## src/rtl/rr_grant_sequencer.sv

```systemverilog
// Four-way round-robin arbiter feeding the 2-to-4 decoder. A registered grant index
// is held until done, the holder drops its request, or the hold limit expires.
module rr_grant_sequencer #(
  parameter int MAX_HOLD = 8,
  parameter int CW       = 4
) (
  input  logic       clk,
  input  logic       rst,
  input  logic [3:0] req,
  input  logic       done,
  output logic [1:0] grant_idx,
  output logic       grant_valid,
  output logic       timeout
);

  typedef enum logic [0:0] {
    IDLE  = 1'b0,
    GRANT = 1'b1
  } state_t;

  localparam logic [CW-1:0] LP_LIMIT = CW'(MAX_HOLD - 1);

  state_t        r_state;
  logic [1:0]    r_ptr;
  logic [CW-1:0] r_cnt;
  logic [1:0]    r_grant_idx;
  logic          r_grant_valid;
  logic          r_timeout;

  state_t        w_state_nxt;
  logic [1:0]    w_ptr_nxt;
  logic [CW-1:0] w_cnt_nxt;
  logic [1:0]    w_idx_nxt;
  logic          w_valid_nxt;
  logic          w_timeout_nxt;
  logic          w_at_limit;
  logic          w_holder_done;
  logic          w_release;
  logic [1:0]    w_winner;

  // First set request bit at or after the rotating start position.
  function automatic logic [1:0] f_pick(input logic [3:0] req_v, input logic [1:0] start);
    logic [1:0] idx;
    logic [1:0] win;
    logic       found;
    win   = start;
    found = 1'b0;
    for (int k = 0; k < 4; k++) begin
      idx = start + 2'(k);
      if (!found && req_v[idx]) begin
        win   = idx;
        found = 1'b1;
      end
    end
    return win;
  endfunction

  assign w_winner      = f_pick(req, r_ptr);
  assign w_at_limit    = (r_cnt == LP_LIMIT);
  assign w_holder_done = done | ~req[r_grant_idx];
  assign w_release     = w_holder_done | w_at_limit;

  always_comb begin
    w_state_nxt   = r_state;
    w_ptr_nxt     = r_ptr;
    w_cnt_nxt     = r_cnt;
    w_idx_nxt     = r_grant_idx;
    w_valid_nxt   = r_grant_valid;
    w_timeout_nxt = 1'b0;
    case (r_state)
      IDLE: begin
        if (req != 4'b0000) begin
          w_idx_nxt   = w_winner;
          w_valid_nxt = 1'b1;
          w_cnt_nxt   = {CW{1'b0}};
          w_state_nxt = GRANT;
        end else begin
          w_valid_nxt = 1'b0;
        end
      end
      GRANT: begin
        if (w_release) begin
          w_valid_nxt   = 1'b0;
          w_state_nxt   = IDLE;
          w_ptr_nxt     = r_grant_idx + 2'd1;
          w_cnt_nxt     = {CW{1'b0}};
          // A pulse only when the limit alone forced the release.
          w_timeout_nxt = w_at_limit & ~w_holder_done;
        end else begin
          w_cnt_nxt = r_cnt + {{(CW-1){1'b0}}, 1'b1};
        end
      end
      default: begin
        w_state_nxt = IDLE;
        w_valid_nxt = 1'b0;
        w_cnt_nxt   = {CW{1'b0}};
      end
    endcase
  end

  always_ff @(posedge clk or posedge rst) begin
    if (rst) begin
      r_state       <= IDLE;
      r_ptr         <= 2'd0;
      r_cnt         <= {CW{1'b0}};
      r_grant_idx   <= 2'd0;
      r_grant_valid <= 1'b0;
      r_timeout     <= 1'b0;
    end else begin
      r_state       <= w_state_nxt;
      r_ptr         <= w_ptr_nxt;
      r_cnt         <= w_cnt_nxt;
      r_grant_idx   <= w_idx_nxt;
      r_grant_valid <= w_valid_nxt;
      r_timeout     <= w_timeout_nxt;
    end
  end

  assign grant_idx   = r_grant_idx;
  assign grant_valid = r_grant_valid;
  assign timeout     = r_timeout;

endmodule

```

## config.mk

```make
export PLATFORM = sky130hd
export DESIGN_NAME = rr_grant_sequencer
export DESIGN_NICKNAME = d
export VERILOG_FILES = /design/src/rtl/rr_grant_sequencer.sv
export SDC_FILE = /design/constraint.sdc
export NUM_CORES = 1
export LEC_CHECK = 0
export ABC_CLOCK_PERIOD_IN_PS = 2600
export BUFFER_PORTS_ARGS = -buffer_cell sky130_fd_sc_hd__buf_2
export CAP_MARGIN = 10
export CORE_AREA = 2 2 39 41
export CTS_BUF_LIST = sky130_fd_sc_hd__clkbuf_4 sky130_fd_sc_hd__clkbuf_8
export DETAILED_ROUTE_END_ITERATION = 12
export DIE_AREA = 0 0 41 43
export PLACE_DENSITY = 0.68
export SETUP_SLACK_MARGIN = 0.02
export SLEW_MARGIN = 20
export SYNTH_ARGS = -nofsm -noshare
export SYNTH_HDL_FRONTEND = slang
export SYNTH_SLANG_ARGS = --single-unit
```

## constraint.sdc

```tcl
create_clock -name clk -period 2.6 [get_ports clk]
set_input_delay 0.26 -clock clk [delete_from_list [all_inputs] [get_ports clk]]
set_output_delay 0.26 -clock clk [all_outputs]
set_load 0.01 [all_outputs]
```

# After elaboration in Yosys (flattened, before gate mapping)
# Cells that the tools add are included.
# word_totals
word_cells	60
in_bits	7
reg_bits	11
# classes
add_sub_neg	5
eq_ne	3
mux	26
reduce_logical	9
bitwise_logic	6
n_lt_le_gt_ge	5
# op_table
op	n
$lt 2x3->1 const B	5
$mux 1	13
$bmux 1 s2	5
$mux 4	2
$pmux 4 s2	1
$mux 2	3
$add 2x1->2 const B	2
$add 2x2->2 const B	2
$add 4x1->4 const B	1
$eq 4x3->1 const B	1
$pmux 1 s2	2
$reduce_and 2->1	2
$reduce_bool 4->1	1
$logic_and 1x1->1	3
$logic_not 1->1	3
$not 1->1	3
$ne 2x1->1 const B	1
$ne 2x2->1 const B	1
$or 1x1->1	2
$and 1x1->1	1

# Longest topological paths before layout
# Gate-level depths: netlist of the first run.
# depth
word_depth	12
ltp_mapped	4
ltp_nobuf	4

# Worst setup path after synthesis of the first run
# Ideal clock, no wire load.
# synth_path
kind	reg2reg
startpoint	register r_grant_idx[1] (netlist: grant_idx[1])
endpoint	register r_cnt[0]
t_arrival_ns	1.287
setup_time_ns	0.128
path_stages_with_launch	5
t_required_ns	2.472
slack_ns	1.186
n_path_buf	0
cell_sequence	dfrtp_1 mux2i_1 o22ai_2 and3_4 mux2_1
# synth_via
elab_chain_cells	7
# synth_rtl
item	line_no	source
start, declared	26	logic [1:0] r_grant_idx;
start signal, assigned	113	r_grant_idx <= w_idx_nxt;
$bmux 1 s2	60	assign w_holder_done = done | ~req[r_grant_idx];
$mux 1 (not written as such)	60	
$not 1->1	60	
$or 1x1->1	60	
$or 1x1->1	61	assign w_release = w_holder_done | w_at_limit;
$mux 4	82	if (w_release) begin
$pmux 4 s2	70	case (r_state)
end signal, assigned	105	r_cnt <= {CW{1'b0}};
end signal, assigned	112	r_cnt <= w_cnt_nxt;
end, declared	25	logic [CW-1:0] r_cnt;
# Every way passes these cells. The select of a mux whose other input is x is not followed.
# A chain may end at the register's enable or synchronous reset.

# Final worst setup path of the first run
# Ends and elaborated chain as after synthesis.

==> reports/metrics.yaml, run 1 <==
io_pins: 11
synth_top_family_by_area: "compound AO/OA/AOI/OAI gates"
insertion_delay_ps: 270
syn_area_um2: 619
hold_buffers: 1
synth.net_count: 69
status: "completed"
synthXorXnorAreaFrac_pct: 1.41
cts.sinks: 11
layout_worst_path_cycle_share_pct: 57.7
setup_tns_ps: 0
synth.area.mux_share_pct: 9.90
first_pass_iters: 4
ys_warn_count: 0
worstPathMaxFanout: 6
arrival_ps: 1650
hold_path_depth: 3
finalNonFillerCells: 91
cp-end-kind: "register"
dieWidth_um: 41
synth-seq-area-share_pct: 44.4
drv_slew: 0
synth_cells: 61
slew_headroom_pct: 72.3
grt_max_degree: 12
syn_to_final_growth_pct: 17.2
yosysUniqueCellTypes: 29
final.min_clock_period_ps: 1500
finalHoldViolCount: 0
root_buffer: "clkbuf_4"
antenna_left: 0
synth.avg_cell_area_um2: 10.2
cts.clk_slew.worst_paths_ps: 60
vias_per_cell: 5.47
r2r_cells: 4
crit_path_start_kind: "register"
htreeDepth: 1
rows: 14
start_util_pct: 44.8
ir_drop_v: 0.000453
routed_wl_um: 1130
wl_per_cell_um: 12.5
synth_adder_area_share_pct: 2.02
num_vias: 498
p_leak_nw: 0.350
synth_compound_area_share_pct: 20.6
ys_ff_latch: 11
drive_gt1_share_pct: 25.3
dp_cells: 86
drtIter0Drc: 17
power_density_nw_per_um2: 947
fmax_mhz: 666
finalSetupViolations: 0
hpwl_um: 862
maxCapViolCount: 0
worstPathRequired_ps: 2750
antenna_found_initial: 0
antennaDiodeCount: 0
worst_hold_path_type: "in -> reg"
fin_skew_ps: 11.0
synthSimpleGateAreaFrac_pct: 18.6
coreArea_um2: 1380
layout.nets: 84
die_area_um2: 1760
grt_pass1_wl_um: 1980
cts_tree: "built"
die_h_um: 43
ctsResizeCount: 0
gp_congestion: 0.716
grt_use_total_pct: 16.5
cts_setup_buffers: 0
worst_pin_slew_ps: 415
rsz0062_at_grt: "no"
grt_pass1_vias: 492
grt-ovfl-total: 0
route.detailed.drc: 0
critical_path_class: "reg -> reg"
port_buffers: 10
cts_buffers: 3
cts.path.max_buffers: 2
## path summary, 6_finish.rpt
check,start,to,slack [ps]
max in group asynchronous,rst,r_ptr[0]$_DFFE_PP0P_,1790
min in group asynchronous,rst,r_cnt[2]$_DFFE_PP0P_,510
max,grant_idx[1]$_DFFE_PP0P_,r_cnt[0]$_DFFE_PP0P_,1100
min,req[3],grant_idx[1]$_DFFE_PP0P_,370
min reg2reg,grant_valid$_DFFE_PP0P_,grant_valid$_DFFE_PP0P_,480
max reg2reg,grant_idx[1]$_DFFE_PP0P_,r_cnt[0]$_DFFE_PP0P_,1100
## cell usage in the layout, fill, tap and decap left out, types with 2 or more instances in the layout
master / netlist / final
clkbuf_4: 0 / 4
o221ai_1: 2 / 2
a21oi_1: 3 / 3
inv_1: 4 / 4
nand2_1: 3 / 3
dfrtp_1: 11 / 11
a22o_1: 2 / 2
buf_2: 0 / 10
nand3_1: 2 / 2
mux2i_1: 5 / 5
nor2_1: 6 / 6
o21ai_0: 3 / 3
nor2b_1: 2 / 2
## cell families (layout without fill, tap and decap cells)
logic type,Yosys count,count (layout)
mux,6,6
fa+ha+maj,1,1
xor+xnor,1,1
buf+inv,5,19
simple gates,20,20
flops,11,11
compound gates,17,17
## area by class of cell
cell class	count	area [um2]
clock buffer	4	30.0
multi-input combinational	45	325
tap	16	20.0
timing repair buffer	11	60.1
inverter	4	15.0
sequential	11	275
fill	128	658
## critical path, cell delays in order (launching register included)
cell,delay (ps)
dfrtp_1,460
mux2i_1,250
o22ai_2,170
and3_4,220
mux2_1,280
## state kept, by name, indices dropped and copies added (netlist names)
name and flops:
r_ptr 2, r_state 1, timeout 1, grant_idx 2, r_cnt 4, grant_valid 1
## synthesized netlist by cell type
cell type	instances	area (um2)
mux2_1	1	11.3
or2_1	1	6.26
clkbuf_1	1	3.75
dfrtp_1	11	275
o31ai_1	1	7.51
o22ai_2	1	12.5
a31o_2	1	8.76
and2b_1	1	7.51
mux2i_1	5	50.1
o221ai_1	2	17.5
and3_4	1	11.3
nand3b_1	1	7.51
nand3_1	2	10.0
ha_1	1	12.5
nand2b_1	1	6.26
a31oi_1	1	6.26
nor3b_1	1	7.51
a211o_1	1	8.76
inv_1	4	15.0
xnor2_1	1	8.76
a21boi_2	1	11.3
a22o_1	2	17.5
o21ai_0	3	15.0
nor4_2	1	12.5
nor2_1	6	22.5
nand2_1	3	11.3
a21o_1	1	7.51
a21oi_1	3	15.0
nor2b_1	2	12.5
## where the power goes
| group | internal (mW) | switching (mW) |
|---|---|---|
| clock network | 0.0698 | 0.0568 |
| logic | 0.135 | 0.124 |
| registers | 0.227 | 0.0751 |
| total | 0.431 | 0.256 |
## stage by stage
stage	hold WS (ps)	power [mW]	cell area, um2	utilization (%)	worst slack (ps)
2_1_floorplan	112	0.488	619	-	1190
3_3_place_gp	262	0.564	686	49.5	1060
3_5_place_dp	263	0.567	686	49.5	1100
4_1_cts	376	0.692	726	52.4	1090
5_1_grt	395	0.743	726	52.4	1030
6_report	369	0.687	726	52.4	1100
## metal layers
| layer | share of wire, % | vias to the layer above | track usage, % |
|---|---|---|---|
| met3 | 4.8 | 0 | 6.28 |
| met4 | 0 | 0 | 4.00 |
| met5 | 0 | - | 0 |
| met1 | 51 | 235 | 23.6 |
| met2 | 44 | 12 | 23.1 |
| li1 | - | 251 | - |
Power figures use the tool's default switching activity.
==> run 2: changes to the inputs <==
ABC_CLOCK_PERIOD_IN_PS = 1300   (was 2600)
PLACE_DENSITY = 0.71   (was 0.68)
clock period = 1.3 ns   (was 2.6 ns; I/O delays follow)
==> reports/metrics.yaml, run 2 (same netlist as run 1, synthesis figures left out) <==
crit_path_start_kind: "register"
layout_commonest_cell: "buf_4"
crit_family: "multiplexers"
insertion_delay_ps: 260  # about the same
worst_pin_slew_ps: 424  # +8.91 ps
finalNonFillerCells: 103  # +13%
worst_hold_path_type: "in -> reg"
port_buffers: 10  # unchanged
antennaDiodeCount: 0  # unchanged
slew_headroom_pct: 71.7  # -0.59 points
final.min_clock_period_ps: 1390  # -115 ps
crit_path_cell_trace: "mux2i_2 -> o22ai_4 -> and3_4 -> mux2_4"
dpl_cell_area_um2: 744  # +8.6%
multi_input_area_um2: 374  # +15%
hold_path_depth: 3  # unchanged
grt_max_degree: 12  # unchanged
root_buffer: "clkbuf_4"
grt_pass1_wl_um: 2350  # +19%
nFillCells: 116  # -9.4%
worst_slack_ps: -86.4  # -1180 ps
ff_latch_area_um2: 278  # +0.91%
power_density_nw_per_um2: 1990  # +110%
antenna_left: 0  # unchanged
cp-end-kind: "register"
regMostFlops: "r_cnt"
dieWidth_um: 41  # unchanged
routed_wl_um: 1470  # +30%
largest_reg_flops: 4  # unchanged
gp_congestion: 0.851  # +19%
io_pins: 11  # unchanged
grt_use_total_pct: 20.3  # +3.9 points
critical_path_class: "reg -> reg"
pre_cts_ws_ps: -83.6  # -1180 ps
rows: 14  # unchanged
cts.clk_slew.worst_paths_ps: 70  # about the same
antenna_found_initial: 0  # unchanged
max_stage_delay_ps: 430  # -30 ps
wl_per_cell_um: 14.3  # +15%
status: "complete, but fails checks"
syn_to_final_growth_pct: 40.0
violations: "negative setup slack"
num_vias: 562  # +13%
rsz0062_at_grt: "yes"
dp_cells: 93  # +8.1%
first_pass_iters: 4  # unchanged
worstPathRequired_ps: 1450  # -1300 ps
maxCapViolCount: 0  # unchanged
die_h_um: 43  # unchanged
critPathBufInv: 0  # unchanged
hpwl_um: 995  # +15%
arrival_ps: 1530  # -120 ps
cts_buffers: 3  # unchanged
cts.path.max_buffers: 2  # unchanged
worstSetupPathDepth: 4  # unchanged
drv_slew: 0  # unchanged
finalHoldViolCount: 0  # unchanged
route.detailed.drc: 0  # unchanged
drive_gt1_share_pct: 44.8  # +19 points
cts_tree: "built"
vias_per_cell: 5.46  # -0.30%
htreeDepth: 1  # unchanged
post-route-util_pct: 62.7  # +10 points
p_leak_nw: 0.418  # +19%
fin_skew_ps: 4.93  # -6.07 ps
whs_ps: 252  # -117 ps
layout_common_cells: "12 x buf_4, 10 x buf_2, 9 x dfrtp_1, 6 x nor2_1"
layout_worst_path_cycle_share_pct: 107  # +49 points
layout.nets: 96  # +14%
grt_pass1_vias: 541  # +10%
crit_slowest_cell: "dfrtp_2"
final_cell_area_um2: 867  # +19%
grt-ovfl-total: 0  # unchanged
setup_tns_ps: -222  # -222 ps
die_area_um2: 1760  # unchanged
finalSetupViolations: 7  # +7
fmax_mhz: 721  # +8.3%
drtIter0Drc: 13  # -4
ir_drop_v: 0.00119  # +160%
total_power_mw: 1.72  # +150%
worstPathMaxFanout: 4  # -2
r2r_cells: 4  # unchanged
start_util_pct: 44.8  # unchanged
coreArea_um2: 1380  # unchanged
cts.sinks: 11  # unchanged
==> run 2: changes by cell type in the layout (fill, tap and decap cells not counted), sizes merged <==
| cell | before | now |
|---|---|---|
| buf | 10 | 22 |
==> run 2: worst min-delay path, cell delays in order <==
cell and delay, ps:
buf_2 160, o221ai_2 120, nand2_1 70
==> run 2: layout make-up <==
type / count / area share, %
tap: 16 / 2.31
timing repair buffer: 23 / 17.3
multi-input combinational: 45 / 43.1
clock buffer: 4 / 3.46
inverter: 4 / 1.73
sequential: 11 / 32.0
==> run 2: per-layer routing <==
| metal | wire, um | global-route usage (%) | vias up |
|---|---|---|---|
| met5 | 0 | 0 | - |
| met4 | 23 | 8.67 | 0 |
| met3 | 54 | 8.90 | 4 |
| met2 | 792 | 29.1 | 13 |
| met1 | 601 | 25.8 | 269 |
| li1 | - | - | 276 |
==> run 2: worst paths after layout <==
path	endpoint	slack (ps)	startpoint
worst max register to register	r_cnt[0]$_DFFE_PP0P_	-90	grant_idx[1]$_DFFE_PP0P_
worst min-delay path	grant_idx[1]$_DFFE_PP0P_	250	req[3]
worst max-delay path	r_cnt[0]$_DFFE_PP0P_	-90	grant_idx[1]$_DFFE_PP0P_
max in group asynchronous	grant_idx[0]$_DFFE_PP0P_	590	rst
min in group asynchronous	r_cnt[2]$_DFFE_PP0P_	400	rst
worst min register to register	grant_valid$_DFFE_PP0P_	480	grant_valid$_DFFE_PP0P_
==> run 2: repair_timing <==
item / 4_1_cts / 5_1_grt
endpoints found under the setup margin: 6 / 10
buffers inserted: 3 / 2
endpoints found under the hold margin: 11 / 0
pin swaps: 5 / 3
hold buffers: 1 / 0
resized for setup: 4 / 4
==> run 2: power breakdown <==
part | internal, mW | switching, mW | total [mW] | leakage, nW
combinational | 0.514 | 0.406 | 0.920 | 0.262
sequential | 0.460 | 0.0998 | 0.560 | 0.138
clock | 0.139 | 0.104 | 0.243 | 0.0184
total | 1.11 | 0.610 | 1.72 | 0.418
==> run 3: changes to the inputs <==
MAX_ROUTING_LAYER = met4   (was unset)
SETUP_SLACK_MARGIN = unset   (was 0.02)
==> reports/metrics.yaml, run 3 (same netlist as run 1, synthesis figures left out) <==
status: "complete, but fails checks"
violations: "negative setup slack"
maxCapViolCount: 0  # unchanged
antenna_found_initial: 0  # unchanged
grt_pass1_vias: 472  # -13%
finalNonFillerCells: 99  # -3.9%
layout.nets: 92  # -4.2%
syn_to_final_growth_pct: 30.3
cts_buffers: 3  # unchanged
crit_slowest_cell: "dfrtp_2"
insertion_delay_ps: 260  # about the same
first_pass_iters: 6  # +2
finalHoldViolCount: 0  # unchanged
rsz0062_at_grt: "yes"
grt_max_degree: 12  # unchanged
worstSetupPathDepth: 4  # unchanged
crit_end: "r_cnt[0]$_DFFE_PP0P_"
dpl_cell_area_um2: 744  # unchanged
root_buffer: "clkbuf_4"
antennaDiodeCount: 0  # unchanged
route.detailed.drc: 0  # unchanged
cts_tree: "built"
critPathBufInv: 0  # unchanged
worstPathRequired_ps: 1460  # about the same
crit_path_start_kind: "register"
cp-startpoint: "grant_idx[1]$_DFFE_PP0P_"
regMostFlops: "r_cnt"
drv_slew: 0  # unchanged
hpwl_um: 916  # -8.0%
layout_worst_path_cycle_share_pct: 104  # -2.3 points
worst_pin_slew_ps: 419  # -5.05 ps
largest_reg_flops: 4  # unchanged
coreArea_um2: 1380  # unchanged
cts.path.max_buffers: 2  # unchanged
p_leak_nw: 0.389  # -7.0%
finalSetupViolations: 6  # -1
layout_common_cells: "10 x buf_2, 9 x dfrtp_1, 8 x buf_4, 6 x nor2_1, 4 x inv_1"
critical_path_class: "reg -> reg"
whs_ps: 281  # +29.5 ps
reg2reg_from: "grant_idx[1]$_DFFE_PP0P_"
worst_slack_ps: -57.0  # +29.4 ps
rows: 14  # unchanged
internal_power_uw: 987  # -11%
routed_wl_um: 1180  # -20%
final_cell_area_um2: 807  # -6.9%
num_vias: 518  # -7.8%
worst_hold_path_type: "in -> reg"
max_stage_delay_ps: 410  # -20 ps
r2r_cells: 4  # unchanged
seqPwrFrac_pct: 35.6  # +3.1 points
io_pins: 11  # unchanged
fin_skew_ps: 1.40  # -3.53 ps
post-route-util_pct: 58.3  # -4.3 points
power_density_nw_per_um2: 1910  # -3.8%
comb_power_share_pct: 49.4  # -4.0 points
grt-ovfl-total: 0  # unchanged
drtIter0Drc: 11  # -2
power_frac_clock_pct: 15.0  # +0.9 points
fmax_mhz: 737  # +2.2%
worstPathMaxFanout: 6  # +2
grt_pass1_wl_um: 1980  # -16%
setup_tns_ps: -141  # +80.9 ps
dieWidth_um: 41  # unchanged
cts.sinks: 11  # unchanged
final.min_clock_period_ps: 1360  # -29.4 ps
vias_per_cell: 5.23  # -4.1%
layout_commonest_cell: "buf_2"
min_from: "req[3]"
port_buffers: 10  # unchanged
drive_gt1_share_pct: 39.8  # -5.1 points
crit_path_cell_trace: "mux2i_2 -> o22ai_4 -> and3_4 -> mux2_4"
die_h_um: 43  # unchanged
ir_drop_v: 0.00110  # -7.2%
gp_congestion: 0.854  # +0.33%
rr_endpoint: "r_cnt[0]$_DFFE_PP0P_"
cp-end-kind: "register"
crit_family: "multiplexers"
switchingPower_uw: 556  # -8.8%
cts.clk_slew.worst_paths_ps: 70  # about the same
dp_cells: 93  # unchanged
antenna_left: 0  # unchanged
htreeDepth: 1  # unchanged
start_util_pct: 44.8  # unchanged
ff2ff_setup_slack_ps: -60  # +30 ps
slew_headroom_pct: 72.0  # +0.34 points
wl_per_cell_um: 11.9  # -17%
die_area_um2: 1760  # unchanged
arrival_ps: 1510  # -20 ps
grt_use_total_pct: 16.6  # -3.8 points
switching_share_pct: 36.0  # +0.64 points
[run 3: worst min-delay path, cell delays in order]
cell      delay, ps
buf_2           150
o221ai_1        160
nand2_1          80
[run 3: final cells by class]
class                   count  area (um2)
inverters                   4        15.0
clock inverters             1        5.00
clock buffers               3        22.5
repair buffers             19         120
multi-input cells          45         347
flip-flops and latches     11         278
well taps                  16        20.0
fillers                   111         577
[run 3: metrics by stage]
| stage | setup slack, ps | total power [mW] |
|---|---|---|
| finish | -57.0 | 1.54 |
| floorplan | -49.3 | 0.995 |
| global route | -107 | 1.68 |
| CTS | -54.7 | 1.56 |
| detailed placement | -73.0 | 1.25 |
| global placement | -70.6 | 1.24 |
[run 3: timing repair]
item | CTS | global route
pin swaps | 3 | 3
setup buffers | 1 | 0
hold endpoints to repair | 11 | 0
cloned | 0 | 0
hold buffers | 1 | 0
resized for setup | 4 | 0
endpoints found under the setup margin | 6 | 7
[run 3: how the worst min path moves through the flow]
| stage | end | cells past startpoint |
|---|---|---|
| floorplan | grant_valid$_DFFE_PP0P_ | 1 |
| global placement | r_cnt[2]$_DFFE_PP0P_ | 2 |
| detailed placement | r_cnt[2]$_DFFE_PP0P_ | 2 |
| CTS | grant_idx[1]$_DFFE_PP0P_ | 3 |
| global route | grant_idx[1]$_DFFE_PP0P_ | 3 |
| finish | grant_idx[1]$_DFFE_PP0P_ | 3 |
[run 3: per-layer routing]
metal	track usage, %	up-vias	part of all wire (%)
met5	-	-	0
met4	4.00	0	0
met3	4.71	0	4.2
met2	20.9	9	45
met1	25.8	244	51
li1	-	265	-
[run 3: power by group through the flow]
stage	combinational (mW)	sequential (mW)	clock, mW
after floorplan	0.415	0.580	0
after global placement	0.689	0.551	0
after detailed placement	0.691	0.556	0
after CTS	0.767	0.550	0.244
after global routing	0.850	0.567	0.260
final	0.762	0.549	0.232
